### config.mk
export PLATFORM = sky130hd
export DESIGN_NAME = fifo_fwft_prog
export DESIGN_NICKNAME = d
export VERILOG_FILES = /design/src/rtl/simple_dpram_sync.sv /design/src/rtl/fifo_fwft_prog.sv
export SDC_FILE = /design/constraint.sdc
export NUM_CORES = 1
export LEC_CHECK = 0
export CAP_MARGIN = 10
export CORE_UTILIZATION = 59
export CTS_CLUSTER_DIAMETER = 40
export DETAILED_ROUTE_END_ITERATION = 7
export GPL_ROUTABILITY_DRIVEN = 0
export HOLD_SLACK_MARGIN = 0.03
export PLACE_DENSITY = 0.79
export SLEW_MARGIN = 20
export SYNTH_ARGS = -nofsm -noshare
export SYNTH_HDL_FRONTEND = slang
export SYNTH_HIERARCHICAL = 1
export SYNTH_SLANG_ARGS = --single-unit
### constraint.sdc
create_clock -name clk -period 3.2 [get_ports clk]
set_input_delay 0.64 -clock clk [delete_from_list [all_inputs] [get_ports clk]]
set_output_delay 0.64 -clock clk [all_outputs]
set_load 0.02 [all_outputs]
### src/rtl/simple_dpram_sync.sv
// Simple dual-port RAM: one synchronous write port and one read port with a registered read.
// Ports: i_clk clock; i_wr_en/i_wr_addr/i_wr_data write port; i_rd_addr read address;
//        o_rd_data is the word at i_rd_addr as sampled on the previous rising edge.
// A read of the address being written on the same edge returns the old contents.
module simple_dpram_sync #(
    parameter int unsigned DATA_WIDTH = 8,
    parameter int unsigned ADDR_WIDTH = 4
) (
    input  logic                  i_clk,
    input  logic                  i_wr_en,
    input  logic [ADDR_WIDTH-1:0] i_wr_addr,
    input  logic [DATA_WIDTH-1:0] i_wr_data,
    input  logic [ADDR_WIDTH-1:0] i_rd_addr,
    output logic [DATA_WIDTH-1:0] o_rd_data
);

    localparam int unsigned DEPTH = 2 ** ADDR_WIDTH;

    logic [DATA_WIDTH-1:0] r_mem [DEPTH];
    logic [DATA_WIDTH-1:0] r_rd_data;

    // Storage array and registered read; contents are never reset.
    always_ff @(posedge i_clk) begin
        if (i_wr_en) begin
            r_mem[i_wr_addr] <= i_wr_data;
        end
        r_rd_data <= r_mem[i_rd_addr];
    end

    assign o_rd_data = r_rd_data;

endmodule

### src/rtl/fifo_fwft_prog.sv
// First-word fall-through FIFO with programmable almost-full/almost-empty thresholds,
// an occupancy count and sticky overflow/underflow flags.
// Ports: clk, rst (synchronous, active-high); din/wr_en/full write side; dout/rd_en/empty
//        read side (dout valid whenever empty=0); af_thresh/ae_thresh thresholds and
//        almost_full/almost_empty flags; count occupancy 0..DEPTH; overflow/underflow
//        sticky error flags cleared by clr_flags.
module fifo_fwft_prog #(
    parameter int unsigned DATA_WIDTH  = 8,
    parameter int unsigned DEPTH_WIDTH = 4
) (
    input  logic                   clk,
    input  logic                   rst,
    input  logic [DATA_WIDTH-1:0]  din,
    input  logic                   wr_en,
    output logic                   full,
    output logic [DATA_WIDTH-1:0]  dout,
    input  logic                   rd_en,
    output logic                   empty,
    input  logic [DEPTH_WIDTH:0]   af_thresh,
    input  logic [DEPTH_WIDTH:0]   ae_thresh,
    output logic                   almost_full,
    output logic                   almost_empty,
    output logic [DEPTH_WIDTH:0]   count,
    output logic                   overflow,
    output logic                   underflow,
    input  logic                   clr_flags
);

    localparam int unsigned PW = DEPTH_WIDTH;
    localparam int unsigned CW = DEPTH_WIDTH + 1;
    localparam logic [CW-1:0] DEPTH_CNT = CW'(1) << DEPTH_WIDTH;

    logic [PW-1:0]         r_wr_ptr;
    logic [PW-1:0]         r_rd_ptr;
    logic [CW-1:0]         r_count;
    logic                  r_full;
    logic                  r_empty;
    logic                  r_almost_full;
    logic                  r_almost_empty;
    logic                  r_overflow;
    logic                  r_underflow;
    logic                  r_byp_sel;
    logic [DATA_WIDTH-1:0] r_byp_data;

    logic                  w_wr_acc;
    logic                  w_rd_acc;
    logic [PW-1:0]         w_wr_ptr_nxt;
    logic [PW-1:0]         w_rd_ptr_nxt;
    logic [CW-1:0]         w_count_nxt;
    logic                  w_collide;
    logic                  w_ram_we;
    logic [DATA_WIDTH-1:0] w_ram_q;

    // Accept/pointer/count next-state logic.
    always_comb begin
        w_wr_acc     = wr_en & ~r_full;
        w_rd_acc     = rd_en & ~r_empty;
        w_wr_ptr_nxt = r_wr_ptr;
        w_rd_ptr_nxt = r_rd_ptr;
        w_count_nxt  = r_count;
        if (w_wr_acc) begin
            w_wr_ptr_nxt = r_wr_ptr + PW'(1);
        end
        if (w_rd_acc) begin
            w_rd_ptr_nxt = r_rd_ptr + PW'(1);
        end
        if (w_wr_acc && !w_rd_acc) begin
            w_count_nxt = r_count + CW'(1);
        end else if (!w_wr_acc && w_rd_acc) begin
            w_count_nxt = r_count - CW'(1);
        end
        // The head word after this edge is the one being written now, so the RAM
        // read (old contents) would be stale; capture it from din instead.
        w_collide = w_wr_acc && (r_wr_ptr == w_rd_ptr_nxt);
        w_ram_we  = w_wr_acc & ~rst;
    end

    // The RAM re-reads the next head address every edge, so its read register
    // always holds the prefetched head word except right after a collision.
    simple_dpram_sync #(
        .DATA_WIDTH (DATA_WIDTH),
        .ADDR_WIDTH (PW)
    ) u_ram (
        .i_clk     (clk),
        .i_wr_en   (w_ram_we),
        .i_wr_addr (r_wr_ptr),
        .i_wr_data (din),
        .i_rd_addr (w_rd_ptr_nxt),
        .o_rd_data (w_ram_q)
    );

    // Pointers, count, status flags and output bypass register.
    always_ff @(posedge clk) begin
        if (rst) begin
            r_wr_ptr       <= '0;
            r_rd_ptr       <= '0;
            r_count        <= '0;
            r_full         <= 1'b0;
            r_empty        <= 1'b1;
            r_almost_full  <= (af_thresh == '0);
            r_almost_empty <= 1'b1;
            r_overflow     <= 1'b0;
            r_underflow    <= 1'b0;
            r_byp_sel      <= 1'b0;
            r_byp_data     <= '0;
        end else begin
            r_wr_ptr       <= w_wr_ptr_nxt;
            r_rd_ptr       <= w_rd_ptr_nxt;
            r_count        <= w_count_nxt;
            r_full         <= (w_count_nxt == DEPTH_CNT);
            r_empty        <= (w_count_nxt == '0);
            r_almost_full  <= (w_count_nxt >= af_thresh);
            r_almost_empty <= (w_count_nxt <= ae_thresh);
            r_byp_sel      <= w_collide;
            if (w_collide) begin
                r_byp_data <= din;
            end
            // Set events win over a simultaneous clear.
            if (wr_en && r_full) begin
                r_overflow <= 1'b1;
            end else if (clr_flags) begin
                r_overflow <= 1'b0;
            end
            if (rd_en && r_empty) begin
                r_underflow <= 1'b1;
            end else if (clr_flags) begin
                r_underflow <= 1'b0;
            end
        end
    end

    assign dout         = r_byp_sel ? r_byp_data : w_ram_q;
    assign full         = r_full;
    assign empty        = r_empty;
    assign almost_full  = r_almost_full;
    assign almost_empty = r_almost_empty;
    assign count        = r_count;
    assign overflow     = r_overflow;
    assign underflow    = r_underflow;

endmodule

Yosys cells after proc, flatten, opt, wreduce, memory -nomap -nowiden:

Memory sizes are Yosys's and may differ from the RTL's. A register that Yosys moved wholly into a read port is not among the register bits.
Cells that the tools add are included.

* word-level logic and storage cells: 47
* output and inout port bits: 19
* bits in registers: 28
* memories: 1
* RAM bits: 128

* mux-type cells: 10
* $lt $le $gt $ge: 2
* reduce and logical (&&, ||, !) cells: 11
* add/sub/neg operators: 4
* bitwise logic cells: 6
* eq/ne operators: 2

Memories
* u_ram.r_mem: depth 16, bits a word 8, rd ports 1, clocked after Yosys merged registers in 1, write ports 1, RTL line simple_dpram_sync.sv:19 `logic [DATA_WIDTH-1:0] r_mem [DEPTH];`

Operators by type and width (number)
* 5-bit zero test: 2
* 5-bit 2-to-1 mux: 2
* 4-bit by 1-bit adder with 4-bit output, second input constant: 2
* 8-bit 2-to-1 mux: 1
* 1-bit 2-to-1 mux: 6
* 5-bit by 1-bit adder with 5-bit output, second input constant: 1
* 5-bit equality test, second input constant: 1
* 5-bit >= comparator: 1
* 5-bit <= comparator: 1
* 1-bit logical AND: 5
* 5-bit by 1-bit subtractor with 5-bit output, second input constant: 1
* 4-bit equality test: 1
* 4-bit 2-to-1 mux: 1
* 2-bit nonzero test: 2
* 1-bit bitwise AND: 3
* 1-bit NOT: 3
* 1-bit zero test: 2

Logic depth before layout (Yosys ltp):

Gate-level depths: netlist (run 1).

* depth after elaboration: 8
* depth in mapped cells: 12
* depth with buffers taken out: 12

Cells and area by module:

Netlist (run 1), hierarchy kept.

By module, submodules not included
* simple_dpram_sync: area each 5147.4 sq um, cells each 229, times used 1, seq. area each 4003.8 sq um
* fifo_fwft_prog: area each 1601.5 sq um, cells each 173, times used 1, seq. area each 560.5 sq um

Worst setup path after synthesis (run 1):

Ideal clock, no wire load.

* path type: input to register
* from: input port rst
* to: memory u_ram.r_mem[0][0] (enable)
* buffers on the path: 1
* arrival: 2.123 ns
* cell stages on the path: 4
* slack: 0.694 ns
* data required time: 2.817 ns
* library setup time: 0.383 ns
* cell sequence: clkbuf_1 -> nor2_1 -> or3b_2 -> nor3_1

* longest elaborated chain between the ends: 4

RTL lines
* start: declaration: RTL line fifo_fwft_prog.sv:12 `input logic rst,`
* 1-bit NOT: RTL line fifo_fwft_prog.sv:75 `w_ram_we = w_wr_acc & ~rst;`
* 1-bit bitwise AND: RTL line fifo_fwft_prog.sv:75
* named net w_ram_we: RTL line fifo_fwft_prog.sv:51 `logic w_ram_we;`
* 1-bit 2-to-1 mux: RTL line simple_dpram_sync.sv:24 `if (i_wr_en) begin`
* 1-bit 2-to-1 mux (implied by the code): RTL line simple_dpram_sync.sv:25 `r_mem[i_wr_addr] <= i_wr_data;`
* end: declaration: RTL line simple_dpram_sync.sv:19

The timed path passes the listed nets, and every way through them passes these cells.

Final worst setup path (run 1):

* from: input port rd_en
* to: register u_ram.r_rd_data[7] (netlist: u_ram/o_rd_data[7]) (read register of u_ram.r_mem)

* longest elaborated chain between the ends: 2

RTL lines
* start: declaration: RTL line fifo_fwft_prog.sv:17 `input logic rd_en,`
* 1-bit bitwise AND: RTL line fifo_fwft_prog.sv:57 `w_rd_acc = rd_en & ~r_empty;`
* 4-bit 2-to-1 mux: RTL line fifo_fwft_prog.sv:64 `if (w_rd_acc) begin`
* named net w_rd_ptr_nxt[3]: RTL line fifo_fwft_prog.sv:48 `logic [PW-1:0] w_rd_ptr_nxt;`
* end: declaration: RTL line simple_dpram_sync.sv:20 `logic [DATA_WIDTH-1:0] r_rd_data;`

The timed path passes the listed nets, and every way through them passes these cells.
A chain may end at the register's enable or synchronous reset.

==> implementation parameters, run 1 <==
Parameter                              Value

STA
  Actual transition at the worst max-transition pin    0.761 ns
  Final worst-path setup slack    0.246 ns
  Hold violation count in the final report    0
  Final worst-path cycle share    0.923
  Final number of max-transition violations    0
  Setup Skew    0.00671 ns
  Worst slew margin relative to its limit    0.491
  Setup violations, final    0
  Post-layout minimum cycle time    between 2 and 3 ns
  Achievable Freq    339 MHz
  Unrepaired setup endpoints after global routing    false

Global routing
  Wire length of the first global-routing pass    20.7 mm
  Number of global-route vias before repair    3731
  Leftover overflow at the end of global routing    0
  Initial antenna violation count    0
  Aggregate global-route resource usage    0.253
  Largest net degree at the start of global routing    33

Clock tree
  H-tree lvl count    4
  Resized cells post-CTS    0
  Number of buffers added to fix hold violations after cts    0
  TritonCTS Buffers    17
  CTS tree    done
  Clock transition at the registers of the reported paths    0.06 ns
  Sink Count    164
  Clock insertion delay at the later pin of the skew report    0.41 ns
  Maximum count of clock buffers along a single path    2
  Setup bufs post-CTS    0
  Root buffer cell    sky130_fd_sc_hd__clkbuf_16

Critical path
  CP max FO    8
  Critical-path cell with the highest stage delay    sky130_fd_sc_hd__nor2b_1
  Cell depth of the worst flop-to-flop path    10
  Reg-to-reg critical path endpoint    almost_empty$_SDFF_PP1_
  Most used cell along the critical path    sky130_fd_sc_hd__nor2b_1
  Startpoint types    input port
  Max stage delay on crit path    between 0.5 and 0.6 ns
  CP Cell Sequence    clkdlybuf4s50_1 > nor2b_1 > buf_4 > nand4_1 > xor2_1 > inv_1 > nor2b_1 > a22oi_1 > nand2_1
  Count of buffer and inverter cells on the critical path    3
  Critical path endpoint category    flip-flop
  Arrival time reported for the critical path endpoint    3.30 ns
  Minimum setup slack among reg-to-reg paths    0.61 ns
  Category of the most critical setup path    input port to flip-flop
  Data required time of the critical path    3.54 ns
  Kind of cell with the highest combined delay on the critical path    simple AND/OR/NAND/NOR gates
  Reg-to-reg critical path startpoint    count[0]$_SDFF_PP0_

Worst hold path
  Classification of the worst-slack hold path    flip-flop to flip-flop
  Worst hold path cell count    2
  Startpoint of the most critical hold path    r_byp_data[5]$_SDFFE_PP0P_
  Hold-critical path endpoint    r_byp_data[5]$_SDFFE_PP0P_

Cells and area
  Final instance area    7940 sq um
  Ratio of cells with drive above 1 in the final layout    0.165
  Relative area change from synthesis to final layout    17.6%
  Most common cell after layout, fill and taps aside    sky130_fd_sc_hd__edfxtp_1
  Non-filler instance count after layout    624
  Commonest non-fill, non-tap cells in the layout    sky130_fd_sc_hd__edfxtp_1 (128), sky130_fd_sc_hd__clkdlybuf4s50_1 (41), sky130_fd_sc_hd__nor2_1 (36), sky130_fd_sc_hd__dfxtp_1 (36), sky130_fd_sc_hd__buf_4 (23)
  Ant diodes    0
  Number of nets at the end of the flow    508
  Fill count    between 600 and 700
  Register cell area after layout    4560 sq um
  Total area of multi-input combinational cells    approximately 2000 sq um

Drt
  Via count normalized by instance count    6.01
  Number of search-and-repair iterations in the first detailed-routing pass    5
  Total wirelength of the detailed-routed design    13.6 mm
  Initial drt markers    333
  Average detailed-routed wire length per instance    21.8 um
  Count of nets left with antenna violations after detail routing    0
  DR DRC count    0
  DR vias    3750

Synthesis
  Cell count after synthesis    402
  Post-synth top area share    0.570
  Synthesized net count    439
  Leading area contributor after synthesis    sky130_fd_sc_hd__edfxtp_1
  Synth cell types    46
  Number of enable-type register cells in the synthesized netlist    roughly 130
  Cell types occupying the most area after synthesis    sky130_fd_sc_hd__edfxtp_1 (57%), sky130_fd_sc_hd__dfxtp_1 (11%), sky130_fd_sc_hd__mux4_2 (6.0%), sky130_fd_sc_hd__mux4_1 (5.5%), sky130_fd_sc_hd__ha_1 (2.6%)
  Average cell area after synthesis    about 17 sq um
  Post-synth design cell area    6750 sq um
  Sequential area share after synthesis    0.676
  Predominant post-synthesis flop cell    sky130_fd_sc_hd__edfxtp_1
  Proportion of synthesized flip-flops having asynchronous set or reset    0
  Flops & latches, synth    164
  Number of warning messages in the yosys log    6

Pwr
  Switching Fraction    0.255
  Internal power    0.00391 W
  Combinational power share    0.197
  Switching power of the nets    0.00134 W
  Worst vdd ir    0.643 mV
  Power density relative to cell area    660 nW/um^2
  Clock network power share    0.332
  Share of total power in sequential cells    0.471
  Leak Pwr    between 2 and 3 nW

Placed design
  Pre-CTS setup slack    -0.0902 ns
  Detailed placer's ending HPWL    between 8 and 9 mm
  Cell count after placement    ~600
  Area post-placement    7430 sq um
  IO buf count    41

Flow run
  Number of max-cap violations    0

Floorplan
  Die H    ~110 um
  Floorplan Core Area    11000 sq um
  Count of boundary I/O pins    42
  Starting density of the core    0.614
  Std cell rows    38
  DIE WIDTH    109 um
  Die Footprint    11900 sq um

Run status
  Run status    complete, no violations
routing by layer:
| metal | GRT usage | part of all wire | vias up |
|---|---|---|---|
| li1 | - | - | 1697 |
| met1 | 0.344 | 0.42 | 1896 |
| met2 | 0.403 | 0.49 | 139 |
| met3 | 0.0652 | 0.066 | 18 |
| met4 | 0.0782 | 0.015 | 0 |
| met5 | 0 | 0 | - |
flip-flops by register name (all words and copies together), names as in the netlist, 4 cells and up:
register         cells
u_ram/r_mem        128
r_wr_ptr             4
u_ram/o_rd_data      8
count                5
r_byp_data           8
r_rd_ptr             4
synth_stat cells (2+ instances only):
cell type and instances:
sky130_fd_sc_hd__edfxtp_1 128, sky130_fd_sc_hd__dfxtp_1 36, sky130_fd_sc_hd__nor2_1 36, sky130_fd_sc_hd__a22oi_1 19
sky130_fd_sc_hd__mux4_2 18, sky130_fd_sc_hd__inv_1 17, sky130_fd_sc_hd__nand2_1 17, sky130_fd_sc_hd__ha_1 14
sky130_fd_sc_hd__mux4_1 14, sky130_fd_sc_hd__nor2b_1 10, sky130_fd_sc_hd__mux2_2 8, sky130_fd_sc_hd__mux2i_1 8
sky130_fd_sc_hd__xnor2_1 7, sky130_fd_sc_hd__nor3_1 6, sky130_fd_sc_hd__buf_6 5, sky130_fd_sc_hd__nand2b_1 5
sky130_fd_sc_hd__nand3_1 5, sky130_fd_sc_hd__a21oi_1 4, sky130_fd_sc_hd__clkbuf_1 4, sky130_fd_sc_hd__o21ai_0 4
sky130_fd_sc_hd__xor2_1 4, sky130_fd_sc_hd__buf_2 3, sky130_fd_sc_hd__clkdlybuf4s25_2 3, sky130_fd_sc_hd__nand3b_1 3
sky130_fd_sc_hd__nand4_1 2, sky130_fd_sc_hd__xnor3_1 2
worst register-to-register path, cell delays in order, from the launching register on:
cell                       delay, ns
sky130_fd_sc_hd__dfxtp_1        0.49
sky130_fd_sc_hd__inv_1          0.09
sky130_fd_sc_hd__ha_1           0.35
sky130_fd_sc_hd__o31ai_1        0.53
sky130_fd_sc_hd__ha_1           0.35
sky130_fd_sc_hd__nor2b_1        0.14
sky130_fd_sc_hd__o21ai_0        0.17
sky130_fd_sc_hd__nand2b_1       0.08
sky130_fd_sc_hd__a21oi_1        0.14
sky130_fd_sc_hd__nor2b_1        0.05
sky130_fd_sc_hd__o21ai_0        0.13
worst max-delay path by stage:
stage	depth (start not counted)	to	slack, ns	startpoint
global placement	9	u_ram/o_rd_data[1]$_DFF_P_	0.03	rd_en
global route	11	almost_empty$_SDFF_PP1_	0.09	rd_en
floorplan	4	u_ram/r_mem[0][0]$_DFFE_PP_	0.69	rst
CTS	9	u_ram/o_rd_data[7]$_DFF_P_	0.31	rd_en
detailed placement	11	almost_empty$_SDFF_PP1_	-0.09	rd_en
finish	9	u_ram/o_rd_data[7]$_DFF_P_	0.25	rd_en
power groups by stage:
stage | Clock (W) | Combinational, W | Sequential (W)
2_1_floorplan | 0 | 0.000697 | 0.00250
3_3_place_gp | 0 | 0.000998 | 0.00250
3_5_place_dp | 0 | 0.00104 | 0.00251
4_1_cts | 0.00176 | 0.00104 | 0.00246
5_1_grt | 0.00186 | 0.00112 | 0.00247
6_report | 0.00174 | 0.00103 | 0.00247
cell type report:
type / instances / share of cell area
flip-flops and latches: 164 / 0.575
repair buffers: 66 / 0.0785
multi-input cells: 205 / 0.253
clock inverters: 10 / 0.00788
clock buffers: 22 / 0.0560
well taps: 140 / 0.0221
inverters: 17 / 0.00804
through the flow:
| step | hold WS (ns) | power [W] | setup TNS, ns | util |
|---|---|---|---|---|
| final | 0.492 | 0.00524 | 0 | 0.723 |
| after global routing | 0.520 | 0.00545 | 0 | 0.723 |
| after CTS | 0.501 | 0.00527 | 0 | 0.723 |
| after detailed placement | 0.490 | 0.00354 | -0.244 | 0.677 |
| after global placement | 0.467 | 0.00350 | 0 | 0.677 |
| after floorplan | 0.454 | 0.00320 | 0 | - |
cell families after synthesis:
| group | count (synthesis) | share of synthesized area |
|---|---|---|
| multiplexers | 49 | 0.143 |
| AND/OR/NAND/NOR | 92 | 0.0658 |
| XOR/XNOR | 14 | 0.0234 |
| flip-flops | 164 | 0.676 |
| adder cells (fa/ha/maj) | 14 | 0.0260 |
| AO/OA/AOI/OAI | 36 | 0.0376 |
| buffers and inverters | 33 | 0.0278 |
(Power assumes the default switching activity.)
==> run 2, diff against run 1 <==
--- a/config.mk
+++ b/config.mk
@@ -9,7 +9,6 @@
 export CORE_UTILIZATION = 59
 export CTS_CLUSTER_DIAMETER = 40
 export DETAILED_ROUTE_END_ITERATION = 7
-export GPL_ROUTABILITY_DRIVEN = 0
 export HOLD_SLACK_MARGIN = 0.03
 export PLACE_DENSITY = 0.79
 export SLEW_MARGIN = 20
==> results of run 2 <==
No change in the layout: final DEF, timing and power equal those of run 1.
